===== config.mk =====
export PLATFORM = sky130hd
export DESIGN_NAME = cu_fsm
export DESIGN_NICKNAME = d
export VERILOG_FILES = /design/src/rtl/cu_pkg.sv /design/src/rtl/cu_fsm_alu_dec.sv /design/src/rtl/cu_fsm.sv
export SDC_FILE = /design/constraint.sdc
export NUM_CORES = 1
export LEC_CHECK = 0
export CELL_PAD_IN_SITES_DETAIL_PLACEMENT = 1
export CELL_PAD_IN_SITES_GLOBAL_PLACEMENT = 2
export CORE_AREA = 2 2 73 75
export DETAILED_ROUTE_END_ITERATION = 7
export DIE_AREA = 0 0 75 77
export PLACE_DENSITY_LB_ADDON = 0.1
export SYNTH_ARGS = -nofsm -noshare
export SYNTH_HDL_FRONTEND = slang
export SYNTH_SLANG_ARGS = --single-unit

===== constraint.sdc =====
create_clock -name clk -period 4.2 [get_ports clk]
set_input_delay 0.84 -clock clk [delete_from_list [all_inputs] [get_ports clk]]
set_output_delay 0.84 -clock clk [all_outputs]
set_load 0.1 [all_outputs]

===== src/rtl/cu_pkg.sv =====
// cu_pkg: shared types and constants for the RV32I multicycle control unit.
//   - state_e        : control FSM states (also exported on the debug port)
//   - ALU_*          : ALU op codes, {func7[5], func3} encoding
//   - OPC_*          : RV32I major opcodes
//   - imm_sel_e      : immediate format select
//   - wsel_e         : register file write-data select
//   - pc_sel_e       : next-PC select
//   - instr_class_e  : coarse instruction class used to steer the FSM
//   - branch_taken() : branch condition from func3 and comparator flags
package cu_pkg;

    typedef enum logic [2:0] {
        ST_FETCH  = 3'd0,
        ST_DECODE = 3'd1,
        ST_EXEC   = 3'd2,
        ST_MEM    = 3'd3,
        ST_WB     = 3'd4,
        ST_TRAP   = 3'd5
    } state_e;

    localparam logic [3:0] ALU_ADD  = 4'd0;
    localparam logic [3:0] ALU_SUB  = 4'd8;
    localparam logic [3:0] ALU_SLL  = 4'd1;
    localparam logic [3:0] ALU_SLT  = 4'd2;
    localparam logic [3:0] ALU_SLTU = 4'd3;
    localparam logic [3:0] ALU_XOR  = 4'd4;
    localparam logic [3:0] ALU_SRL  = 4'd5;
    localparam logic [3:0] ALU_OR   = 4'd6;
    localparam logic [3:0] ALU_AND  = 4'd7;
    localparam logic [3:0] ALU_SRA  = 4'd13;
    localparam logic [3:0] ALU_COPY = 4'd9;

    localparam logic [6:0] OPC_OP     = 7'b0110011;
    localparam logic [6:0] OPC_OP_IMM = 7'b0010011;
    localparam logic [6:0] OPC_LUI    = 7'b0110111;
    localparam logic [6:0] OPC_AUIPC  = 7'b0010111;
    localparam logic [6:0] OPC_LOAD   = 7'b0000011;
    localparam logic [6:0] OPC_STORE  = 7'b0100011;
    localparam logic [6:0] OPC_BRANCH = 7'b1100011;
    localparam logic [6:0] OPC_JAL    = 7'b1101111;
    localparam logic [6:0] OPC_JALR   = 7'b1100111;

    // Operand B select encodings
    localparam logic [1:0] BSEL_RS2  = 2'd0;
    localparam logic [1:0] BSEL_IMM  = 2'd1;
    localparam logic [1:0] BSEL_FOUR = 2'd2;

    typedef enum logic [2:0] {
        IMM_I = 3'd0,
        IMM_S = 3'd1,
        IMM_B = 3'd2,
        IMM_U = 3'd3,
        IMM_J = 3'd4
    } imm_sel_e;

    typedef enum logic [1:0] {
        WSEL_ALU = 2'd0,
        WSEL_MEM = 2'd1,
        WSEL_PC4 = 2'd2
    } wsel_e;

    typedef enum logic [1:0] {
        PCSEL_PLUS4     = 2'd0,
        PCSEL_ALU       = 2'd1,
        PCSEL_ALU_ALIGN = 2'd2
    } pc_sel_e;

    typedef enum logic [2:0] {
        CLS_ALU    = 3'd0,
        CLS_LOAD   = 3'd1,
        CLS_STORE  = 3'd2,
        CLS_BRANCH = 3'd3,
        CLS_JAL    = 3'd4,
        CLS_JALR   = 3'd5
    } instr_class_e;

    // func3 1x0 / 1x1 pairs are the inverted forms; 010/011 are not branches
    function automatic logic branch_taken(input logic [2:0] funct3,
                                          input logic eq,
                                          input logic lt,
                                          input logic ltu);
        logic taken;
        case (funct3)
            3'b000:  taken = eq;
            3'b001:  taken = ~eq;
            3'b100:  taken = lt;
            3'b101:  taken = ~lt;
            3'b110:  taken = ltu;
            3'b111:  taken = ~ltu;
            default: taken = 1'b0;
        endcase
        return taken;
    endfunction

endpackage


===== src/rtl/cu_fsm_alu_dec.sv =====
// alu_dec: combinational instruction decoder for the control unit.
// Ports:
//   opcode, funct3, funct7 : instruction fields from the IR
//   alu_op                 : ALU op code used in EXEC
//   alu_a_sel              : 0 = rs1, 1 = PC
//   alu_b_sel              : 0 = rs2, 1 = imm, 2 = constant 4
//   imm_sel                : immediate format
//   instr_class            : coarse class steering the FSM
//   illegal                : unknown opcode or OP with bad func7
module alu_dec
    import cu_pkg::*;
(
    input  logic [6:0]   opcode,
    input  logic [2:0]   funct3,
    input  logic [6:0]   funct7,
    output logic [3:0]   alu_op,
    output logic         alu_a_sel,
    output logic [1:0]   alu_b_sel,
    output imm_sel_e     imm_sel,
    output instr_class_e instr_class,
    output logic         illegal
);

    // Illegal instructions fall through as CLS_ALU so that, without the trap
    // build, they run EXEC -> WB like any ALU op and the FSM suppresses rf_we.
    always_comb begin
        alu_op      = ALU_ADD;
        alu_a_sel   = 1'b0;
        alu_b_sel   = BSEL_RS2;
        imm_sel     = IMM_I;
        instr_class = CLS_ALU;
        illegal     = 1'b0;
        case (opcode)
            OPC_OP: begin
                alu_op  = {funct7[5], funct3};
                illegal = (funct7 != 7'h00) && (funct7 != 7'h20);
            end
            OPC_OP_IMM: begin
                // func7[5] only distinguishes srai from srli; for every other
                // OP-IMM those bits are immediate, not an op modifier
                alu_op    = {(funct3 == 3'b101) & funct7[5], funct3};
                alu_b_sel = BSEL_IMM;
            end
            OPC_LUI: begin
                alu_op    = ALU_COPY;
                alu_b_sel = BSEL_IMM;
                imm_sel   = IMM_U;
            end
            OPC_AUIPC: begin
                alu_a_sel = 1'b1;
                alu_b_sel = BSEL_IMM;
                imm_sel   = IMM_U;
            end
            OPC_LOAD: begin
                alu_b_sel   = BSEL_IMM;
                instr_class = CLS_LOAD;
            end
            OPC_STORE: begin
                alu_b_sel   = BSEL_IMM;
                imm_sel     = IMM_S;
                instr_class = CLS_STORE;
            end
            OPC_BRANCH: begin
                alu_a_sel   = 1'b1;
                alu_b_sel   = BSEL_IMM;
                imm_sel     = IMM_B;
                instr_class = CLS_BRANCH;
            end
            OPC_JAL: begin
                alu_a_sel   = 1'b1;
                alu_b_sel   = BSEL_IMM;
                imm_sel     = IMM_J;
                instr_class = CLS_JAL;
            end
            OPC_JALR: begin
                alu_b_sel   = BSEL_IMM;
                instr_class = CLS_JALR;
            end
            default: begin
                illegal = 1'b1;
            end
        endcase
    end

endmodule


===== src/rtl/cu_fsm.sv =====
// cu_fsm: multicycle control unit for the RV32I core.
// Sequences FETCH -> DECODE -> EXEC -> (MEM) -> (WB) and drives the datapath.
// Build option: define CU_ILLEGAL_TRAP_EN to send illegal instructions to a
// sticky TRAP state; otherwise they execute as a NOP and `illegal` is 0.
// Ports:
//   clk, rst_n                 : clock, async active-low reset
//   ir                         : instruction register contents
//   mem_ack                    : memory completion
//   br_eq, br_lt, br_ltu       : rs1/rs2 comparator flags
//   alu_op, alu_a_sel,
//   alu_b_sel, imm_sel         : ALU control in EXEC
//   ir_we, aluout_we           : IR / ALU-out register enables
//   rf_we, rf_wsel             : register file write control
//   pc_we, pc_sel              : PC update control
//   mem_req, mem_we,
//   mem_addr_sel               : memory request handshake
//   illegal                    : illegal-instruction flag
//   state                      : current state, debug only
module cu_fsm
    import cu_pkg::*;
#(
    parameter int MEM_TIMEOUT = 0
)
(
    input  logic        clk,
    input  logic        rst_n,
    input  logic [31:0] ir,
    input  logic        mem_ack,
    input  logic        br_eq,
    input  logic        br_lt,
    input  logic        br_ltu,
    output logic [3:0]  alu_op,
    output logic        alu_a_sel,
    output logic [1:0]  alu_b_sel,
    output logic [2:0]  imm_sel,
    output logic        ir_we,
    output logic        aluout_we,
    output logic        rf_we,
    output logic [1:0]  rf_wsel,
    output logic        pc_we,
    output logic [1:0]  pc_sel,
    output logic        mem_req,
    output logic        mem_we,
    output logic        mem_addr_sel,
    output logic        illegal,
    output logic [2:0]  state
);

    state_e       state_q, state_d;
    logic         started_q, started_d;

    logic [3:0]   dec_alu_op;
    logic         dec_a_sel;
    logic [1:0]   dec_b_sel;
    imm_sel_e     dec_imm_sel;
    instr_class_e dec_class;
    logic         dec_illegal;

    // Register-number and immediate fields belong to the datapath
    logic unused_fields;
    assign unused_fields = ^{ir[24:15], ir[11:7], (MEM_TIMEOUT != 0)};

    alu_dec u_alu_dec (
        .opcode      (ir[6:0]),
        .funct3      (ir[14:12]),
        .funct7      (ir[31:25]),
        .alu_op      (dec_alu_op),
        .alu_a_sel   (dec_a_sel),
        .alu_b_sel   (dec_b_sel),
        .imm_sel     (dec_imm_sel),
        .instr_class (dec_class),
        .illegal     (dec_illegal)
    );

    assign state = state_q;

    // started_q keeps every output quiet while in reset and for the gap
    // between reset release and the first clock edge, so an aborted access
    // cannot restart until FETCH is properly entered.
    always_ff @(posedge clk or negedge rst_n) begin
        if (!rst_n) begin
            state_q   <= ST_FETCH;
            started_q <= 1'b0;
        end else begin
            state_q   <= state_d;
            started_q <= started_d;
        end
    end

    always_comb begin
        state_d      = state_q;
        started_d    = 1'b1;
        alu_op       = ALU_ADD;
        alu_a_sel    = 1'b0;
        alu_b_sel    = BSEL_RS2;
        imm_sel      = IMM_I;
        ir_we        = 1'b0;
        aluout_we    = 1'b0;
        rf_we        = 1'b0;
        rf_wsel      = WSEL_ALU;
        pc_we        = 1'b0;
        pc_sel       = PCSEL_PLUS4;
        mem_req      = 1'b0;
        mem_we       = 1'b0;
        mem_addr_sel = 1'b0;
        illegal      = 1'b0;

        if (started_q) begin
            case (state_q)
                ST_FETCH: begin
                    mem_req = 1'b1;
                    if (mem_ack) begin
                        ir_we   = 1'b1;
                        state_d = ST_DECODE;
                    end
                end
                ST_DECODE: begin
`ifdef CU_ILLEGAL_TRAP_EN
                    state_d = dec_illegal ? ST_TRAP : ST_EXEC;
`else
                    state_d = ST_EXEC;
`endif
                end
                ST_EXEC: begin
                    alu_op    = dec_alu_op;
                    alu_a_sel = dec_a_sel;
                    alu_b_sel = dec_b_sel;
                    imm_sel   = dec_imm_sel;
                    aluout_we = 1'b1;
                    case (dec_class)
                        CLS_BRANCH: begin
                            // ALU computes PC+imm this cycle; a taken branch
                            // loads it straight into PC, skipping WB
                            pc_we   = 1'b1;
                            pc_sel  = branch_taken(ir[14:12], br_eq, br_lt, br_ltu)
                                      ? PCSEL_ALU : PCSEL_PLUS4;
                            state_d = ST_FETCH;
                        end
                        CLS_LOAD, CLS_STORE: state_d = ST_MEM;
                        default:             state_d = ST_WB;
                    endcase
                end
                ST_MEM: begin
                    mem_req      = 1'b1;
                    mem_addr_sel = 1'b1;
                    mem_we       = (dec_class == CLS_STORE);
                    if (mem_ack) begin
                        if (dec_class == CLS_STORE) begin
                            pc_we   = 1'b1;
                            state_d = ST_FETCH;
                        end else begin
                            state_d = ST_WB;
                        end
                    end
                end
                ST_WB: begin
                    // Illegal instructions reaching here only advance the PC
                    rf_we   = ~dec_illegal;
                    pc_we   = 1'b1;
                    state_d = ST_FETCH;
                    case (dec_class)
                        CLS_LOAD: rf_wsel = WSEL_MEM;
                        CLS_JAL: begin
                            rf_wsel = WSEL_PC4;
                            pc_sel  = PCSEL_ALU;
                        end
                        CLS_JALR: begin
                            rf_wsel = WSEL_PC4;
                            pc_sel  = PCSEL_ALU_ALIGN;
                        end
                        default: ;
                    endcase
                end
                ST_TRAP: begin
`ifdef CU_ILLEGAL_TRAP_EN
                    illegal = 1'b1;
`endif
                end
                default: state_d = ST_FETCH;
            endcase
        end
    end

endmodule


==> results.py <==
metrics = {
    "clock_tree": {
        "cts-buffers-inserted": 3,
        "cts_sinks": 4,
        "cts_htree_levels": 1,
        "ctsResizeCount": 0,
        "cts_hold_buf": 0,
        "postCtsSetupBuffers": 0,
        "ctsRootBufferMaster": "clkbuf_8",
        "cts_tree": "yes",
        "clockBufferDepth": 2,
        "clkLatencyLatePin_ns": 0.22,
        "cts.reportedPaths.clkPinSlew_ns": 0.03,
    },
    "timing": {
        "finalClockSkew_ns": 0.00512,
        "maxSlewHeadroom": 0.354,
        "finalHoldViolCount": 0,
        "rsz0062_at_grt": "no",
        "setup_viol": 0,
        "fmax_mhz": 258,
        "period_share": 0.921,
        "setup_slack_ns": 0.331,
        "period_minus_slack_ns": 3.87,
        "hold_ws_ns": 0.627,
        "maxSlewViolCount": 0,
        "worst_pin_slew_ns": 0.966,
    },
    "worst_setup_path": {
        "endpoint_kind": "primary output",
        "critPathMaxStageDelay_ns": 0.57,
        "cp_num_buf_inv": 2,
        "crit_slowest_cell": "clkdlybuf4s50_1",
        "critical_path.top_delay_family": "compound AO/OA/AOI/OAI gates",
        "crit_arrival_ns": 3.03,
        "cp_max_fo": 8,
        "crit_path_cell_trace": "clkdlybuf4s50_1 -> or3_4 -> a2111oi_4 -> o311ai_1 -> a222oi_1 -> buf_12",
        "worstPathRequired_ns": 3.36,
        "critPathLaunchType": "input pin",
        "rrSetupSlack_ns": 2.66,
        "crit_type": "input pin to primary output",
    },
    "routing": {
        "drc": 0,
        "viasPerCell": 4.35,
        "antenna_left": 0,
        "detail_route.wl_per_cell_um": 14.0,
        "via_count": 984,
        "wirelength_um": 3170,
        "first_iter_violations": 27,
        "drtPass1Iterations": 4,
    },
    "logic_synthesis": {
        "yosys.cell_count.top_type": "nor2_1",
        "synth_edf_count": 0,
        "synth_cell_type_count": 45,
        "synthCells": 110,
        "ys.flop_type": "dfrtp_1",
        "yosysSeqAreaShare": 0.129,
        "synth.area.top_cells": "dfrtp_1 (13%), nor2_1 (6.3%), nand2b_1 (5.6%)",
        "ys_seq_elements": 4,
        "synth_commonest_cells": "nor2_1 (13), nand2_1 (10), nand2b_1 (7)",
        "syn_area_per_cell_um2": 7.07,
        "yosys.area.top_type": "dfrtp_1",
        "synth_area_um2": 778,
        "synthArstFlopShare": 1.00,
        "yosys_warnings": 0,
        "synth_top_cell_area_share": 0.129,
    },
    "placement": {
        "gp_congestion": 0.686,
        "place_hpwl_um": 2620,
        "postPlaceCellArea_um2": 1510,
        "pre_cts_ws_ns": 0.284,
        "port_buffers": 45,
        "placedCellCount": 222,
    },
    "cells_and_area": {
        "drive_above_1_share": 0.301,
        "fillCellCount": 586,
        "instances_no_fill": 226,
        "finalNetCount": 195,
        "ff_latch_area_um2": 101,
        "multi_input_area_um2": 714,
        "syn2layout_area_growth_pct": 100,
        "diodes": 0,
        "final_area_um2": 1560,
    },
    "global_route": {
        "grt_pass1_vias": 1060,
        "grt_pass1_wl_um": 5410,
        "antenna_found_initial": 0,
        "grt_util_all_layers": 0.117,
        "grt-ovfl-total": 0,
        "grt_max_degree": 14,
    },
    "die": {
        "die_y_um": 77,
        "initial_core_util": 0.156,
        "core_area_um2": 4980,
        "rows": 26,
        "dieArea_um2": 5780,
        "num_io_pins": 63,
        "die_w_um": 75,
    },
    "power": {
        "power_leakage_nw": 0.550,
        "peakVddDrop_v": 0.000160,
        "p_per_area_nw_per_um2": 351,
    },
    "status": {
        "status": "complete, no violations",
    },
    "run": {
        "cap_violations": 0,
    },
    "min_path": {
        "holdCritPathClass": "flip-flop to flip-flop",
    },
}
[power by group]
group / switching [mW] / internal [mW]
clock network: 0.0205 / 0.0648
registers: 0.0349 / 0.0519
logic: 0.266 / 0.109
total: 0.321 / 0.226
[metal layers]
metal / wire (um) / vias up / global-route usage
met1: 1470 / 461 / 0.161
li1: - / 492 / -
met4: 0 / 0 / 0.0268
met3: 124 / 0 / 0.00920
met5: 0 / - / 0
met2: 1580 / 31 / 0.194
[sequential cells by signal (all words and copies together), names as in the netlist]
register   flops
started_q      1
state          3
[layout by cell type (no fill, tap or decap), drive strengths merged, types with 6 or more instances in the layout]
cell type      instances
clkdlybuf4s50         26
buf                   24
nor2                  13
nand2                 10
nand2b                 7
nor4                   6
nor3                   6
[cells by family (layout without fill, tap and decap cells)]
family | Yosys count | count (layout) | synth area share
muxes | 2 | 2 | 0.0257
other | 2 | 3 | 0.00965
buffers and inverters | 13 | 58 | 0.0836
DFF | 4 | 4 | 0.129
AOI/OAI and AO/OA | 21 | 21 | 0.248
and+or+nand+nor | 65 | 65 | 0.471
xor gates and xnor gates | 3 | 3 | 0.0338
[cell type report]
| cell class | count | share of cell area |
|---|---|---|
| multi-input cells | 94 | 0.459 |
| repair buffers | 50 | 0.379 |
| inverters | 4 | 0.0120 |
| clock buffers | 4 | 0.0289 |
| flip-flops and latches | 4 | 0.0651 |
| well taps | 70 | 0.0562 |
[worst reg2reg max path, cell delays in order (launching register included)]
cell and delay [ns]:
dfrtp_1 0.47, nand2b_1 0.33, a211o_1 0.34, o21ai_0 0.17, a221o_1 0.16
[final timing paths]
check / startpoint / endpoint / depth (start not counted)
max in group asynchronous: rst_n / state[1] / 1
worst min-delay path: started_q / state[1] / 1
min in group asynchronous: rst_n / state[0] / 1
worst max register to register: state[2] / state[2] / 4
worst min register to register: started_q / state[1] / 1
worst max-delay path: ir[5] / pc_sel[0] / 6
[metrics by stage]
step | utilization | total power [mW] | setup TNS (ns)
6_report | 0.313 | 0.547 | 0
5_1_grt | 0.313 | 0.581 | 0
4_1_cts | 0.313 | 0.556 | 0
3_5_place_dp | 0.304 | 0.466 | 0
3_3_place_gp | 0.304 | 0.463 | 0
2_1_floorplan | - | 0.362 | -0.866
No activity file was read; power rests on OpenSTA's default activity.
